### src/rtl/clause_stream_if.sv
// Chunk-in / result-out handshake bundle for the clause stream evaluator.
// The master side feeds clause chunks and consumes results; the slave side is the evaluator.
interface clause_stream_if #(
  parameter int VAR_PER_CLAUSE = 5,
  parameter int MAX_VARS_BITS  = 8
);
  // Chunk channel
  logic                                             in_valid;
  logic                                             in_ready;
  logic                                             in_last;
  logic [VAR_PER_CLAUSE-1:0]                        unassign;
  logic [VAR_PER_CLAUSE-1:0]                        clause_mask;
  logic [VAR_PER_CLAUSE-1:0]                        clause_pole;
  logic [VAR_PER_CLAUSE-1:0]                        val;
  logic [VAR_PER_CLAUSE-1:0][MAX_VARS_BITS-1:0]     variable;

  // Result channel
  logic                                             out_valid;
  logic                                             out_ready;
  logic [1:0]                                       status;
  logic [MAX_VARS_BITS-1:0]                         implied_variable;
  logic                                             new_val;
  logic                                             overflow;

  modport master (
    output in_valid, in_last, unassign, clause_mask, clause_pole, val, variable, out_ready,
    input  in_ready, out_valid, status, implied_variable, new_val, overflow
  );

  modport slave (
    input  in_valid, in_last, unassign, clause_mask, clause_pole, val, variable, out_ready,
    output in_ready, out_valid, status, implied_variable, new_val, overflow
  );
endinterface

### src/rtl/clause_stream_evaluator.sv
// Streaming CNF clause evaluator. A clause arrives as one or more chunks of
// VAR_PER_CLAUSE literals; after the final chunk the clause is classified as
// unresolved, unit (with the forced variable/value), satisfied or conflicting.
// A clause that runs to MAX_CHUNKS without in_last is cut off and flagged.
module clause_stream_evaluator #(
  parameter int VAR_PER_CLAUSE = 5,
  parameter int MAX_VARS_BITS  = 8,
  parameter int MAX_CHUNKS     = 4
) (
  input  logic           clock,
  input  logic           reset,
  clause_stream_if.slave bus
);

  localparam int W     = VAR_PER_CLAUSE;
  localparam int VB    = MAX_VARS_BITS;
  localparam int CNT_W = $clog2(MAX_CHUNKS + 1);

  localparam logic [1:0] ST_UNRESOLVED = 2'b00;
  localparam logic [1:0] ST_UNIT       = 2'b01;
  localparam logic [1:0] ST_SATISFIED  = 2'b10;
  localparam logic [1:0] ST_CONFLICT   = 2'b11;

  typedef enum logic {ACCUM, RESULT} state_t;

  // Number of set bits, clamped at 2 (only 0 / 1 / many matters for a clause).
  function automatic logic [1:0] sat_popcount(input logic [W-1:0] v);
    int c;
    c = 0;
    for (int i = 0; i < W; i++) begin
      c = c + int'(v[i]);
    end
    return (c >= 2) ? 2'd2 : 2'(c);
  endfunction

  // Two-bit add clamped at 2.
  function automatic logic [1:0] sat_add2(input logic [1:0] a, input logic [1:0] b);
    logic [2:0] s;
    s = {1'b0, a} + {1'b0, b};
    return (s >= 3'd2) ? 2'd2 : s[1:0];
  endfunction

  // Satisfaction dominates; otherwise the number of open literals decides.
  function automatic logic [1:0] resolve_status(input logic sat, input logic [1:0] open_n);
    logic [1:0] st;
    if (sat)                st = ST_SATISFIED;
    else if (open_n == 2'd0) st = ST_CONFLICT;
    else if (open_n == 2'd1) st = ST_UNIT;
    else                     st = ST_UNRESOLVED;
    return st;
  endfunction

  state_t state;

  // Clause accumulators (stage 0)
  logic             sat_acc_p0;
  logic [1:0]       open_cnt_p0;
  logic [CNT_W-1:0] chunk_cnt_p0;
  logic             cap_vld_p0;
  logic [VB-1:0]    cap_var_p0;
  logic             cap_pole_p0;

  // Registered result (stage 1)
  logic [1:0]       status_p1;
  logic [VB-1:0]    implied_p1;
  logic             new_val_p1;
  logic             overflow_p1;

  // Per-chunk literal classification
  logic [W-1:0]     lit_true;
  logic [W-1:0]     lit_open;
  logic             first_hit;
  logic [VB-1:0]    first_var;
  logic             first_pole;

  // Next-accumulator values for the chunk currently presented
  logic             accept;
  logic             final_chunk;
  logic             sat_nxt;
  logic [1:0]       open_nxt;
  logic             cap_vld_nxt;
  logic [VB-1:0]    cap_var_nxt;
  logic             cap_pole_nxt;
  logic [1:0]       status_nxt;

  // Classify each literal of the presented chunk as true and/or open.
  always_comb begin
    lit_true = '0;
    lit_open = '0;
    for (int i = 0; i < W; i++) begin
      lit_true[i] = bus.clause_mask[i] && !bus.unassign[i] && (bus.val[i] ^ bus.clause_pole[i]);
      lit_open[i] = bus.clause_mask[i] && bus.unassign[i];
    end
  end

  // Pick the lowest-index open literal of the chunk (descending scan, last hit wins).
  always_comb begin
    first_hit  = 1'b0;
    first_var  = '0;
    first_pole = 1'b0;
    for (int i = W - 1; i >= 0; i--) begin
      if (lit_open[i]) begin
        first_hit  = 1'b1;
        first_var  = bus.variable[i];
        first_pole = bus.clause_pole[i];
      end
    end
  end

  // Fold the presented chunk into the running clause summary.
  always_comb begin
    accept       = bus.in_valid && (state == ACCUM);
    final_chunk  = bus.in_last || (chunk_cnt_p0 == CNT_W'(MAX_CHUNKS - 1));
    sat_nxt      = sat_acc_p0 | (|lit_true);
    open_nxt     = sat_add2(open_cnt_p0, sat_popcount(lit_open));
    cap_vld_nxt  = cap_vld_p0 | first_hit;
    cap_var_nxt  = cap_vld_p0 ? cap_var_p0  : first_var;
    cap_pole_nxt = cap_vld_p0 ? cap_pole_p0 : first_pole;
    status_nxt   = resolve_status(sat_nxt, open_nxt);
  end

  // Control FSM: accumulate chunks, then hold the registered result until consumed.
  always_ff @(posedge clock) begin
    if (!reset) begin
      state        <= ACCUM;
      sat_acc_p0   <= 1'b0;
      open_cnt_p0  <= 2'd0;
      chunk_cnt_p0 <= '0;
      cap_vld_p0   <= 1'b0;
      cap_var_p0   <= '0;
      cap_pole_p0  <= 1'b0;
      status_p1    <= ST_UNRESOLVED;
      implied_p1   <= '0;
      new_val_p1   <= 1'b0;
      overflow_p1  <= 1'b0;
    end else begin
      case (state)
        ACCUM: begin
          if (accept) begin
            if (final_chunk) begin
              state       <= RESULT;
              status_p1   <= status_nxt;
              implied_p1  <= (status_nxt == ST_UNIT) ? cap_var_nxt : '0;
              new_val_p1  <= (status_nxt == ST_UNIT) && !cap_pole_nxt;
              // Reaching the final chunk without in_last means the chunk limit cut it off.
              overflow_p1 <= !bus.in_last;
            end else begin
              sat_acc_p0   <= sat_nxt;
              open_cnt_p0  <= open_nxt;
              chunk_cnt_p0 <= chunk_cnt_p0 + CNT_W'(1);
              cap_vld_p0   <= cap_vld_nxt;
              cap_var_p0   <= cap_var_nxt;
              cap_pole_p0  <= cap_pole_nxt;
            end
          end
        end
        RESULT: begin
          if (bus.out_ready) begin
            state        <= ACCUM;
            sat_acc_p0   <= 1'b0;
            open_cnt_p0  <= 2'd0;
            chunk_cnt_p0 <= '0;
            cap_vld_p0   <= 1'b0;
            cap_var_p0   <= '0;
            cap_pole_p0  <= 1'b0;
            status_p1    <= ST_UNRESOLVED;
            implied_p1   <= '0;
            new_val_p1   <= 1'b0;
            overflow_p1  <= 1'b0;
          end
        end
        default: state <= ACCUM;
      endcase
    end
  end

  assign bus.in_ready         = (state == ACCUM);
  assign bus.out_valid        = (state == RESULT);
  assign bus.status           = status_p1;
  assign bus.implied_variable = implied_p1;
  assign bus.new_val          = new_val_p1;
  assign bus.overflow         = overflow_p1;

endmodule

### src/flat_wrapper.sv
// flat-port wrapper written by rule: the top's interface ports become plain ports
module clause_stream_evaluator_flat 
#(
  parameter int VAR_PER_CLAUSE = 5,
  parameter int MAX_VARS_BITS  = 8,
  parameter int MAX_CHUNKS     = 4
)
  (clock, reset, bus_in_valid, bus_in_last, bus_unassign, bus_clause_mask, bus_clause_pole, bus_val, bus_variable, bus_out_ready, bus_in_ready, bus_out_valid, bus_status, bus_implied_variable, bus_new_val, bus_overflow);
  clause_stream_if #(.VAR_PER_CLAUSE(VAR_PER_CLAUSE), .MAX_VARS_BITS(MAX_VARS_BITS)) bus_i ();
  input  logic clock;
  input  logic reset;
  input wire logic [$bits(bus_i.in_valid)-1:0] bus_in_valid;
  input wire logic [$bits(bus_i.in_last)-1:0] bus_in_last;
  input wire logic [$bits(bus_i.unassign)-1:0] bus_unassign;
  input wire logic [$bits(bus_i.clause_mask)-1:0] bus_clause_mask;
  input wire logic [$bits(bus_i.clause_pole)-1:0] bus_clause_pole;
  input wire logic [$bits(bus_i.val)-1:0] bus_val;
  input wire logic [$bits(bus_i.variable)-1:0] bus_variable;
  input wire logic [$bits(bus_i.out_ready)-1:0] bus_out_ready;
  output wire logic [$bits(bus_i.in_ready)-1:0] bus_in_ready;
  output wire logic [$bits(bus_i.out_valid)-1:0] bus_out_valid;
  output wire logic [$bits(bus_i.status)-1:0] bus_status;
  output wire logic [$bits(bus_i.implied_variable)-1:0] bus_implied_variable;
  output wire logic [$bits(bus_i.new_val)-1:0] bus_new_val;
  output wire logic [$bits(bus_i.overflow)-1:0] bus_overflow;
  assign bus_i.in_valid = bus_in_valid;
  assign bus_i.in_last = bus_in_last;
  assign bus_i.unassign = bus_unassign;
  assign bus_i.clause_mask = bus_clause_mask;
  assign bus_i.clause_pole = bus_clause_pole;
  assign bus_i.val = bus_val;
  assign bus_i.variable = bus_variable;
  assign bus_i.out_ready = bus_out_ready;
  assign bus_in_ready = bus_i.in_ready;
  assign bus_out_valid = bus_i.out_valid;
  assign bus_status = bus_i.status;
  assign bus_implied_variable = bus_i.implied_variable;
  assign bus_new_val = bus_i.new_val;
  assign bus_overflow = bus_i.overflow;
  clause_stream_evaluator #(.VAR_PER_CLAUSE(VAR_PER_CLAUSE), .MAX_VARS_BITS(MAX_VARS_BITS), .MAX_CHUNKS(MAX_CHUNKS)) u_core (.clock(clock), .reset(reset), .bus(bus_i));
endmodule
### config.mk
export PLATFORM = sky130hd
export DESIGN_NAME = clause_stream_evaluator_flat
export DESIGN_NICKNAME = d
export VERILOG_FILES = /design/src/rtl/clause_stream_if.sv /design/src/rtl/clause_stream_evaluator.sv /design/src/flat_wrapper.sv
export SDC_FILE = /design/constraint.sdc
export NUM_CORES = 1
export LEC_CHECK = 0
export BUFFER_PORTS_ARGS = -buffer_cell sky130_fd_sc_hd__buf_2
export CAP_MARGIN = 10
export CORE_UTILIZATION = 35
export CTS_CLUSTER_SIZE = 12
export DETAILED_ROUTE_END_ITERATION = 7
export SYNTH_ARGS = -nofsm -noshare
export SYNTH_HDL_FRONTEND = slang
export SYNTH_SLANG_ARGS = --single-unit
### constraint.sdc
create_clock -name clock -period 6.5 [get_ports clock]
set_input_delay 1.3 -clock clock [delete_from_list [all_inputs] [get_ports clock]]
set_output_delay 1.3 -clock clock [all_outputs]
set_load 0.05 [all_outputs]
# ---- Yosys cells after proc, flatten, opt, wreduce, memory -nomap -nowiden
# Index checks and enable logic that the tools add are counted.
dict set report totals {
  register_bits 29
  inputBits 65
  wordCells 124
}
dict set report classes {
  addsub 6
  magnitude_cmp 2
  n_eq_ne 7
  n_mux 61
  n_bitwise 8
  reduce_logical 29
}
# operator n
set ops {}
lappend ops {{32-bit by 2-bit adder with 32-bit output} 3}
lappend ops {{8-bit 2-to-1 mux} 12}
lappend ops {{32-bit by 3-bit >= comparator with 1-bit output (second input constant)} 1}
lappend ops {{8-bit case mux with 2 select lines} 2}
lappend ops {{1-bit 2-to-1 mux} 26}
lappend ops {{2-bit 2-to-1 mux} 9}
lappend ops {{1-bit logical AND} 17}
lappend ops {{1-bit case mux with 2 select lines} 6}
lappend ops {{3-bit 2-to-1 mux} 3}
lappend ops {{2-bit case mux with 2 select lines} 2}
lappend ops {{1-bit logical NOT} 7}
lappend ops {{3-bit case mux with 2 select lines} 1}
lappend ops {{3-bit AND reduction} 2}
lappend ops {{5-bit OR reduction} 1}
lappend ops {{1-bit XOR} 5}
lappend ops {{2-bit by 1-bit equality test with 1-bit output (second input constant)} 2}
lappend ops {{2-bit by 1-bit != test with 1-bit output (second input constant)} 2}
lappend ops {{2-bit != test (second input constant)} 2}
lappend ops {{2-bit by 2-bit adder with 3-bit output} 1}
lappend ops {{3-bit by 1-bit adder with 3-bit output (second input constant)} 1}
lappend ops {{3-bit by 2-bit equality test with 1-bit output (second input constant)} 1}
lappend ops {{3-bit by 2-bit >= comparator with 1-bit output (second input constant)} 1}
lappend ops {{1-bit by 1-bit adder with 2-bit output} 1}
lappend ops {{2-bit logical NOT} 1}
lappend ops {{3 further kinds} 4}

# ---- Logic depth before layout (Yosys ltp)
# Gate-level depths: netlist of run 1.
dict set report logic_depth {
  depth_word 19
  depth_mapped 18
  depth_no_buf 17
}

# ---- Worst setup path before layout of run 1
# Ideal clock, no wire load.
dict set report synth_path {
  path_kind {input-to-reg}
  startpoint {input bus_unassign[0]}
  endpoint {register u_core.new_val_p1 (netlist: u_core.bus.new_val)}
  setup_time_ns 0.084
  arrival_time_ns 4.645
  required_time_ns 6.416
  slack_ns 1.770
  path_stages 17
  path_buffers 1
  path_cell_list {buf_6 nand2_1 inv_1 ha_1 inv_1 fa_1 inv_1 ha_1 fa_1 nor2_1 and2_1 ha_1 inv_1 fa_1 nand3_1 a211o_1 o31ai_2}
}
dict set report synth_via {
  elab_chain_cells 19
  word_cells_on_any_way 28
}
# item line_no
set synth_lines {}
lappend synth_lines {{from (decl)} flat_wrapper.sv:14} ;# input wire logic [$bits(bus_i.unassign)-1:0] bus_unassign;
lappend synth_lines {{1-bit logical AND} clause_stream_evaluator.sv:92} ;# lit_open[i] = bus.clause_mask[i] && bus.unassign[i];
lappend synth_lines {{1-bit by 1-bit adder with 2-bit output} clause_stream_evaluator.sv:31} ;# c = c + int'(v[i]);
lappend synth_lines {{32-bit by 2-bit adder with 32-bit output (3 in a row)} clause_stream_evaluator.sv:31}
lappend synth_lines {{32-bit by 3-bit >= comparator with 1-bit output} clause_stream_evaluator.sv:33} ;# return (c >= 2) ? 2'd2 : 2'(c);
lappend synth_lines {{2-bit 2-to-1 mux} clause_stream_evaluator.sv:33}
lappend synth_lines {{2-bit by 2-bit adder with 3-bit output} clause_stream_evaluator.sv:39} ;# s = {1'b0, a} + {1'b0, b};
lappend synth_lines {{3-bit by 2-bit >= comparator with 1-bit output} clause_stream_evaluator.sv:40} ;# return (s >= 3'd2) ? 2'd2 : s[1:0];
lappend synth_lines {{2-bit 2-to-1 mux} clause_stream_evaluator.sv:40}
lappend synth_lines {{2-bit by 1-bit equality test with 1-bit output} clause_stream_evaluator.sv:48} ;# else if (open_n == 2'd1) st = ST_UNIT;
lappend synth_lines {{1-bit 2-to-1 mux} clause_stream_evaluator.sv:48}
lappend synth_lines {{2-bit 2-to-1 mux} clause_stream_evaluator.sv:47} ;# else if (open_n == 2'd0) st = ST_CONFLICT;
lappend synth_lines {{2-bit 2-to-1 mux} clause_stream_evaluator.sv:46} ;# if (sat) st = ST_SATISFIED;
lappend synth_lines {{2-bit by 1-bit equality test with 1-bit output} clause_stream_evaluator.sv:144} ;# new_val_p1 <= (status_nxt == ST_UNIT) && !cap_pole_nxt;
lappend synth_lines {{1-bit logical AND *} clause_stream_evaluator.sv:144}
lappend synth_lines {{1-bit 2-to-1 mux *} clause_stream_evaluator.sv:140} ;# if (final_chunk) begin
lappend synth_lines {{1-bit 2-to-1 mux *} clause_stream_evaluator.sv:139} ;# if (accept) begin
lappend synth_lines {{1-bit case mux with 2 select lines *} clause_stream_evaluator.sv:137} ;# case (state)
lappend synth_lines {{to (signal assigned)} clause_stream_evaluator.sv:144}
lappend synth_lines {{to (decl)} clause_stream_evaluator.sv:66} ;# logic new_val_p1;
# Every way passes the cells marked *; elsewhere a longest branch is shown, timed or not. The select of a mux whose other input is x is not followed.
# A chain may end at the register's enable or synchronous reset.

# ---- Worst setup path after layout of run 1
dict set report layout_path {
  startpoint {input bus_clause_mask[0]}
  endpoint {register u_core.implied_p1[7] (netlist: u_core.bus.implied_variable[7])}
}
dict set report layout_via {
  elab_chain_cells 19
  word_cells_on_any_way 26
}
# item line_no
set layout_lines {}
lappend layout_lines {{from (decl)} flat_wrapper.sv:15} ;# input wire logic [$bits(bus_i.clause_mask)-1:0] bus_clause_mask;
lappend layout_lines {{1-bit logical AND} clause_stream_evaluator.sv:92}
lappend layout_lines {{1-bit by 1-bit adder with 2-bit output} clause_stream_evaluator.sv:31}
lappend layout_lines {{32-bit by 2-bit adder with 32-bit output (3 in a row)} clause_stream_evaluator.sv:31}
lappend layout_lines {{32-bit by 3-bit >= comparator with 1-bit output} clause_stream_evaluator.sv:33}
lappend layout_lines {{2-bit 2-to-1 mux} clause_stream_evaluator.sv:33}
lappend layout_lines {{2-bit by 2-bit adder with 3-bit output} clause_stream_evaluator.sv:39}
lappend layout_lines {{3-bit by 2-bit >= comparator with 1-bit output} clause_stream_evaluator.sv:40}
lappend layout_lines {{2-bit 2-to-1 mux} clause_stream_evaluator.sv:40}
lappend layout_lines {{2-bit by 1-bit equality test with 1-bit output} clause_stream_evaluator.sv:48}
lappend layout_lines {{1-bit 2-to-1 mux} clause_stream_evaluator.sv:48}
lappend layout_lines {{2-bit 2-to-1 mux} clause_stream_evaluator.sv:47}
lappend layout_lines {{2-bit 2-to-1 mux} clause_stream_evaluator.sv:46}
lappend layout_lines {{2-bit by 1-bit equality test with 1-bit output} clause_stream_evaluator.sv:143} ;# implied_p1 <= (status_nxt == ST_UNIT) ? cap_var_nxt : '0;
lappend layout_lines {{8-bit 2-to-1 mux *} clause_stream_evaluator.sv:143}
lappend layout_lines {{8-bit 2-to-1 mux *} clause_stream_evaluator.sv:140}
lappend layout_lines {{8-bit 2-to-1 mux *} clause_stream_evaluator.sv:139}
lappend layout_lines {{8-bit case mux with 2 select lines *} clause_stream_evaluator.sv:137}
lappend layout_lines {{to (signal assigned)} clause_stream_evaluator.sv:143}
lappend layout_lines {{to (decl)} clause_stream_evaluator.sv:65} ;# logic [VB-1:0] implied_p1;
# Marks and branches as above.

==> results.md, run 1 <==
* # DRC at 0
* Least-Margin Pin Slew at 0.936 ns
* Power Density at 201 mW/mm^2
* Post-synth EDFFs at 0
* Fin crit period at 4.90 ns
* Max IR drop VDD at 115 uV
* Largest area contributor in the netlist: dfxtp_1
* CP top delay family: adder cells
* Post-Syn Instances at 255
* # H-tree levels at 2
* Mean Syn Cell Area at 7.92 sq um
* Row count at 27
* Sequential-to-total area share from yosys stat at 28.7%
* Mapped Area at 0.00202 sq mm
* Setup TNS at 0 ns
* Longest Clk Path Bufs at 2
* Min-Delay Path Class: reg -> reg
* Vias at 2131
* Crit Path Max Fanout at 12
* Hold-fix buffers, CTS at 0
* Final Hold Violating Endpoints at 0
* Arrival @ worst endpoint at 5.11 ns
* Synth top area share at 28.7%
* Avg Vias per Cell at 5.41
* Antenna Nets Post-Route at 0
* Max stage delay on crit path at 0.56 ns
* Die ar. at 0.00608 sq mm
* CTS tree: yes
* Slew Limit Fails at 0
* Chip Height at 78.0 um
* Total track usage at 20.0%
* Max-slew headroom at 37.5%
* DR WL/cell at 14.8 um
* Antenna diode count at 0
* Synth cell types at 45
* Initial antenna violation count at 0
* Number of synthesized register bits at 29
* Outcome: completed
* Gr ovfl total at 0
* Final setup viols at 0
* Cell mode on critical path: inv_1
* Vias in the first global route at 1965
* Num CTS Buffers at 5
* DRT Pass-1 Iters at 4
* Clock Pin Slew Worst Setup and Hold Paths at 0.06 ns
* Routed WL at 5.81 mm
* CP required at 6.71 ns
* # port buffers at 78
* Largest net degree at the start of global routing at 30
* Period utilization at 75.4%
* Final core occ at 44.5%
* Core footprint at 0.00554 sq mm
* Top post-synthesis cells by area: dfxtp_1 (29%), nor2_1 (7.1%), a311oi_1 (3.9%), a31oi_1 (3.7%), nand2b_1 (3.7%)
* Clk root buf: clkbuf_8
* Ys Warns at 0
* Critical path type: in -> reg
* Fmax at 0.204 GHz
* Clock latency on the worst-skew pair at 0.28 ns
* Worst setup EP type: flip-flop
* Resized cells post-CTS at 0
* Leak at 1.12 nW
* Slowest cell on crit path: fa_1
* Synth-to-layout area growth at 22.0%
* Final non-filler cell area at 0.00247 sq mm
* Final Wtd Congestion at 0.807
* # clock sinks at 29
* Layout cells sized above 1 at 32.6%
* CP bufs+invs at 5
* Ys async rst share at 0%
* Die Span X at 78.0 um
* Post-CTS Setup Bufs at 0
* Primary FF master, synth: dfxtp_1
* Post-detail-place hpwl at 4.45 mm
* Initial core utilization at 36.5%
* Ports at 79
* Skew final at 0.00658 ns
* Post-synth net total at 328
* # nets final at 394
* Crit path cell chain: buf_2 -> nand2_1 -> inv_1 -> ha_1 -> inv_1 -> fa_1 -> inv_1 -> ha_1 -> fa_1 -> nor2_1 -> and2_1 -> ha_1 -> inv_1 -> fa_1 -> nand3_1 -> nor2_2 -> a32oi_1 -> nor2_1
* Initial DRC count at 140
* DP Area at 0.00238 sq mm
* First-pass GRT wire length at 9.49 mm
* Max-cap viol count at 0
* Unrepaired setup endpoints after global routing: no
* Critical Path Start Type: primary input
## per-stage QoR
| step | hold WS (ns) | setup WS [ns] | cells | total power [mW] |
|---|---|---|---|---|
| detailed placement | 0.445 | 1.36 | 386 | 0.354 |
| floorplan | 0.452 | 1.77 | 255 | 0.311 |
| global route | 0.487 | 1.30 | 394 | 0.527 |
| global placement | 0.443 | 1.43 | 386 | 0.352 |
| finish | 0.455 | 1.60 | 394 | 0.495 |
| CTS | 0.459 | 1.61 | 394 | 0.500 |
## placed cells by master, fill, tap and decap left out, drive strengths merged, types with 2 or more instances in the layout
cell / Yosys / layout
a21oi: 8 / 8
a311oi: 10 / 10
a31o: 8 / 8
a31oi: 12 / 12
a32oi: 8 / 8
and2: 5 / 5
and3: 9 / 9
buf: 15 / 78
clkbuf: 4 / 5
clkinv: 1 / 3
dfxtp: 29 / 29
fa: 3 / 3
ha: 5 / 5
inv: 14 / 14
nand2: 18 / 18
nand2b: 12 / 12
nand3: 7 / 7
nand4: 2 / 2
nor2: 40 / 40
nor3: 10 / 10
o2111ai: 7 / 7
o21a: 2 / 2
o22ai: 7 / 7
o32ai: 3 / 3
xnor2: 5 / 5
## sequential cells by signal, summed over array words and instances, names as in the netlist
signal                       count
u_core.bus.out_valid             1
u_core.cap_var_p0                8
u_core.cap_vld_p0                1
u_core.sat_acc_p0                1
u_core.bus.implied_variable      8
u_core.bus.status                2
u_core.cap_pole_p0               1
u_core.bus.overflow              1
u_core.bus.new_val               1
u_core.open_cnt_p0               2
u_core.chunk_cnt_p0              3
## final cells by class
cell class	count	area [sq um]
clock buffers	5	68.8
fillers	594	3070
well taps	72	90.1
inverters	15	56.3
flip-flops and latches	29	581
clock inverters	3	17.5
repair buffers	78	390
multi-input cells	192	1260
## cell families (layout without fill, tap and decap cells)
| kind of cell | count (synthesis) | after routing | synth area share [%] |
|---|---|---|---|
| xor gates and xnor gates | 5 | 5 | 2.17 |
| AOI/OAI and AO/OA | 71 | 71 | 27.4 |
| adders and majority gates | 8 | 8 | 6.07 |
| buffers and inverters | 34 | 101 | 8.79 |
| DFF | 29 | 29 | 28.7 |
| and+or+nand+nor | 108 | 108 | 26.9 |
## power by group
| part | total (mW) | internal (mW) | switching [mW] | leakage, nW |
|---|---|---|---|---|
| Sequential | 0.196 | 0.188 | 0.00814 | 0.236 |
| Clock | 0.144 | 0.0736 | 0.0707 | 0.0439 |
| Combinational | 0.155 | 0.0624 | 0.0922 | 0.842 |
| Total | 0.495 | 0.324 | 0.171 | 1.12 |
## routing by layer
| metal | vias to the layer above | share of wire, % | global-route usage, % |
|---|---|---|---|
| met1 | 982 | 48 | 27.3 |
| met2 | 73 | 44 | 31.7 |
| li1 | 1071 | - | - |
| met3 | 5 | 6.5 | 4.12 |
| met5 | - | 0 | 0 |
| met4 | 0 | 1.2 | 5.56 |
## synth_stat cells, types with 3 or more instances
| cell type | count |
|---|---|
| clkbuf_1 | 4 |
| a32oi_1 | 8 |
| fa_1 | 3 |
| a31oi_1 | 12 |
| and3_1 | 8 |
| o2111ai_1 | 7 |
| buf_2 | 7 |
| nand3_1 | 7 |
| a21oi_1 | 8 |
| nand2_1 | 17 |
| xnor2_1 | 5 |
| and2_1 | 5 |
| nor2_1 | 38 |
| nand2b_1 | 12 |
| buf_6 | 5 |
| inv_1 | 13 |
| nor3_1 | 9 |
| o22ai_1 | 7 |
| dfxtp_1 | 29 |
| a31o_2 | 8 |
| o32ai_1 | 3 |
| a311oi_1 | 9 |
| ha_1 | 5 |
## worst paths after layout
kind	start	end	slack (ns)	depth (start not counted)
worst max-delay path	bus_clause_mask[0]	u_core.bus.implied_variable[7]$_SDFFE_PN0P_	1.60	18
worst min-delay path	u_core.bus.status[0]$_SDFFE_PN0P_	u_core.bus.status[0]$_SDFFE_PN0P_	0.46	2
worst max register to register	u_core.chunk_cnt_p0[0]$_SDFFE_PN0P_	u_core.bus.implied_variable[7]$_SDFFE_PN0P_	4.54	7
worst min register to register	u_core.bus.status[0]$_SDFFE_PN0P_	u_core.bus.status[0]$_SDFFE_PN0P_	0.46	2
## worst reg2reg max path: stages (launching register included)
cell     delay [ns]
dfxtp_1        0.33
ha_1           0.19
ha_1           0.21
nor2_1         0.18
o21a_1         0.44
nor2_2         0.16
a32oi_1        0.23
nor2_1         0.06
No activity file was read; power rests on OpenSTA's default activity.
==> run 2: changes to the inputs <==
ABC_AREA = 1   (was default)
clock period = 4.19 ns   (was 6.5 ns; I/O delays follow)
==> results.md, run 2 <==
* Power Density at 300 mW/mm^2
* CTS tree: yes
* Slowest cell on crit path: fa_1
* Hold-fix buffers, CTS at 0
* Layout cells sized above 1 at 26.3%
* Core footprint at 0.00564 sq mm
* Dpl cells at 497
* Fmax at 0.250 GHz
* Antenna diode count at 0
* Primary FF master, synth: dfxtp_1
* Longest Clk Path Bufs at 2
* Vias in the first global route at 2183
* Post-detail-place hpwl at 4.24 mm
* Least-Margin Pin Slew at 0.678 ns
* Min-Delay Path Class: reg -> reg
* # H-tree levels at 2
* Avg Vias per Cell at 4.62
* Synth top area share at 27.5%
* Final setup viols at 0
* Post-synth EDFFs at 0
* Period utilization at 95.4%
* Routed WL at 5.44 mm
* Max-slew headroom at 54.8%
* Die Span X at 79.6 um
* Commonest non-fill, non-tap cell in the layout: nand2_1
* Max-cap viol count at 0
* Worst setup EP type: flip-flop
* # clock sinks at 29
* Post-synth net total at 426
* CP required at 4.40 ns
* Post-Syn Instances at 353
* Final Hold Violating Endpoints at 0
* # DRC at 0
* Ports at 79
* Synth cell types at 31
* Most frequent cells in the layout: nand2_1 (124), buf_2 (78), nor2_1 (46), inv_1 (40), nand3_1 (33)
* Largest area contributor in the netlist: dfxtp_1
* Row count at 27
* # nets final at 506
* Num CTS Buffers at 5
* Top post-synthesis cells by area: dfxtp_1 (28%), nand2_1 (22%), nor2_1 (8.4%), nand3_1 (7.8%), inv_1 (7.1%)
* WP depth at 20
* Die ar. at 0.00634 sq mm
* Fin crit period at 4.00 ns
* Synth top cells by count: nand2_1 (125), nor2_1 (47), inv_1 (40)
* CP top delay family: adder cells
* Clock Pin Slew Worst Setup and Hold Paths at 0.06 ns
* Antenna Nets Post-Route at 0
* Number of synthesized register bits at 29
* DP Area at 0.00254 sq mm
* R2r worst-path depth at 10
* Mapped Area at 0.00211 sq mm
* Initial DRC count at 82
* Ys async rst share at 0%
* Clock latency on the worst-skew pair at 0.28 ns
* Sequential-to-total area share from yosys stat at 27.5%
* Most common cell in the netlist: nand2_1
* Clk root buf: clkbuf_8
* DR WL/cell at 10.7 um
* Crit path cell chain: buf_2 -> nand2_1 -> inv_2 -> ha_1 -> inv_1 -> fa_1 -> inv_1 -> ha_1 -> fa_1 -> nor3b_2 -> ha_2 -> inv_1 -> fa_1 -> nand2_1 -> buf_4 -> nor2_1 -> nand3_1 -> nor2_1 -> nand3_1 -> a21oi_1
* Critical Path Start Type: primary input
* Final Wtd Congestion at 0.728
* Unrepaired setup endpoints after global routing: no
* Chip Height at 79.6 um
* Skew final at 0.00513 ns
* # port buffers at 78
* Arrival @ worst endpoint at 4.20 ns
* Vias at 2338
* Largest net degree at the start of global routing at 21
* DRT Pass-1 Iters at 4
* Gr ovfl total at 0
* Slew Limit Fails at 0
* Total power draw at 0.799 mW
* Finished Layout Cells at 506
* Total track usage at 18.4%
* Initial core utilization at 37.4%
* Synth-to-layout area growth at 26.3%
* Worst hold path cell count at 2
* Critical path type: in -> reg
* Initial antenna violation count at 0
* Final non-filler cell area at 0.00267 sq mm
* First-pass GRT wire length at 9.27 mm
* Mean Syn Cell Area at 5.98 sq um
* Outcome: completed
* Ys Warns at 0
* Crit Path Max Fanout at 3
* CP bufs+invs at 6
* Max stage delay on crit path at 0.50 ns
* Leak at 1.49 nW
* Max IR drop VDD at 269 uV
run 2: cell count changes in the layout (fill, tap and decap cells not counted), moves of 8 or more:
| cell | before | now |
|---|---|---|
| nand3_1 | 7 | 33 |
| a32oi_1 | 8 | 0 |
| a311oi_1 | 9 | 0 |
| a31o_2 | 8 | 0 |
| nor2_1 | 38 | 46 |
| a31oi_1 | 12 | 0 |
| nor3_1 | 9 | 1 |
| nand2_1 | 17 | 124 |
| a21oi_1 | 8 | 25 |
| nand2b_1 | 12 | 0 |
| and3_1 | 8 | 0 |
| inv_1 | 13 | 40 |
run 2: cell type report:
class                           instances  area (sq um)
Inverter                               47           185
Clock inverter                          1          5.00
Clock buffer                            7          96.3
Timing Repair Buffer                   85           443
Fill cell                             606          2980
Tap cell                               72          90.1
Sequential cell                        29           581
Multi-Input combinational cell        265          1260
run 2: cell families (layout without fill, tap and decap cells):
logic type	count (synthesis)	count (layout)	share of synthesized area, %
buffers and inverters	59	140	13.3
DFF	29	29	27.5
and+or+nand+nor	216	216	43.0
AOI/OAI and AO/OA	41	41	10.4
adders and majority gates	8	8	5.81
run 2: metrics by stage:
step                      worst slack [ns]  setup TNS [ns]  hold slack, ns  util (%)
after floorplan                     0.0419               0           0.438         -
after global placement             -0.0256          -0.179           0.449      45.0
after detailed placement            -0.141           -1.14           0.453      45.0
after CTS                            0.153               0           0.464      46.8
after global routing                0.0109               0           0.486      47.2
final                                0.193               0           0.462      47.2
run 2: worst paths after layout:
check,start,to,slack (ns)
worst max-delay path,bus_unassign[0],u_core.bus.new_val$_SDFFE_PN0P_,0.19
worst min register to register,u_core.bus.implied_variable[7]$_SDFFE_PN0P_,u_core.bus.implied_variable[7]$_SDFFE_PN0P_,0.46
worst max register to register,u_core.open_cnt_p0[0]$_SDFFE_PN0P_,u_core.bus.new_val$_SDFFE_PN0P_,2.36
worst min-delay path,u_core.bus.implied_variable[7]$_SDFFE_PN0P_,u_core.bus.implied_variable[7]$_SDFFE_PN0P_,0.46
run 2: report_power, final:
part           switching, mW  internal, mW  total (mW)  leakage, nW
registers             0.0104         0.292       0.302        0.236
logic                  0.148        0.0912       0.240         1.20
clock network          0.108         0.148       0.257       0.0542
total                  0.267         0.532       0.799         1.49
run 2: metal layers:
metal  global-route usage (%)  share of wire [%]  up-vias
met1                     23.0                 48     1037
met5                        0                  0        -
met4                     4.73                1.1        0
li1                         -                  -     1253
met3                     3.66                3.9        6
met2                     32.0                 47       42
run 2: worst register-to-register path: cells and delay by family (launching register included):
| kind | cells | cell delay, ns |
|---|---|---|
| fa+ha+maj | 2 | 0.65 |
| simple gates | 5 | 0.45 |
| flops | 1 | 0.35 |
| buf+inv | 2 | 0.20 |
| compound gates | 1 | 0.11 |
run 2: what timing repair did:
action	CTS	global route
buffers inserted	0	1
gates resized for setup	0	6
endpoints found under the setup margin	0	9
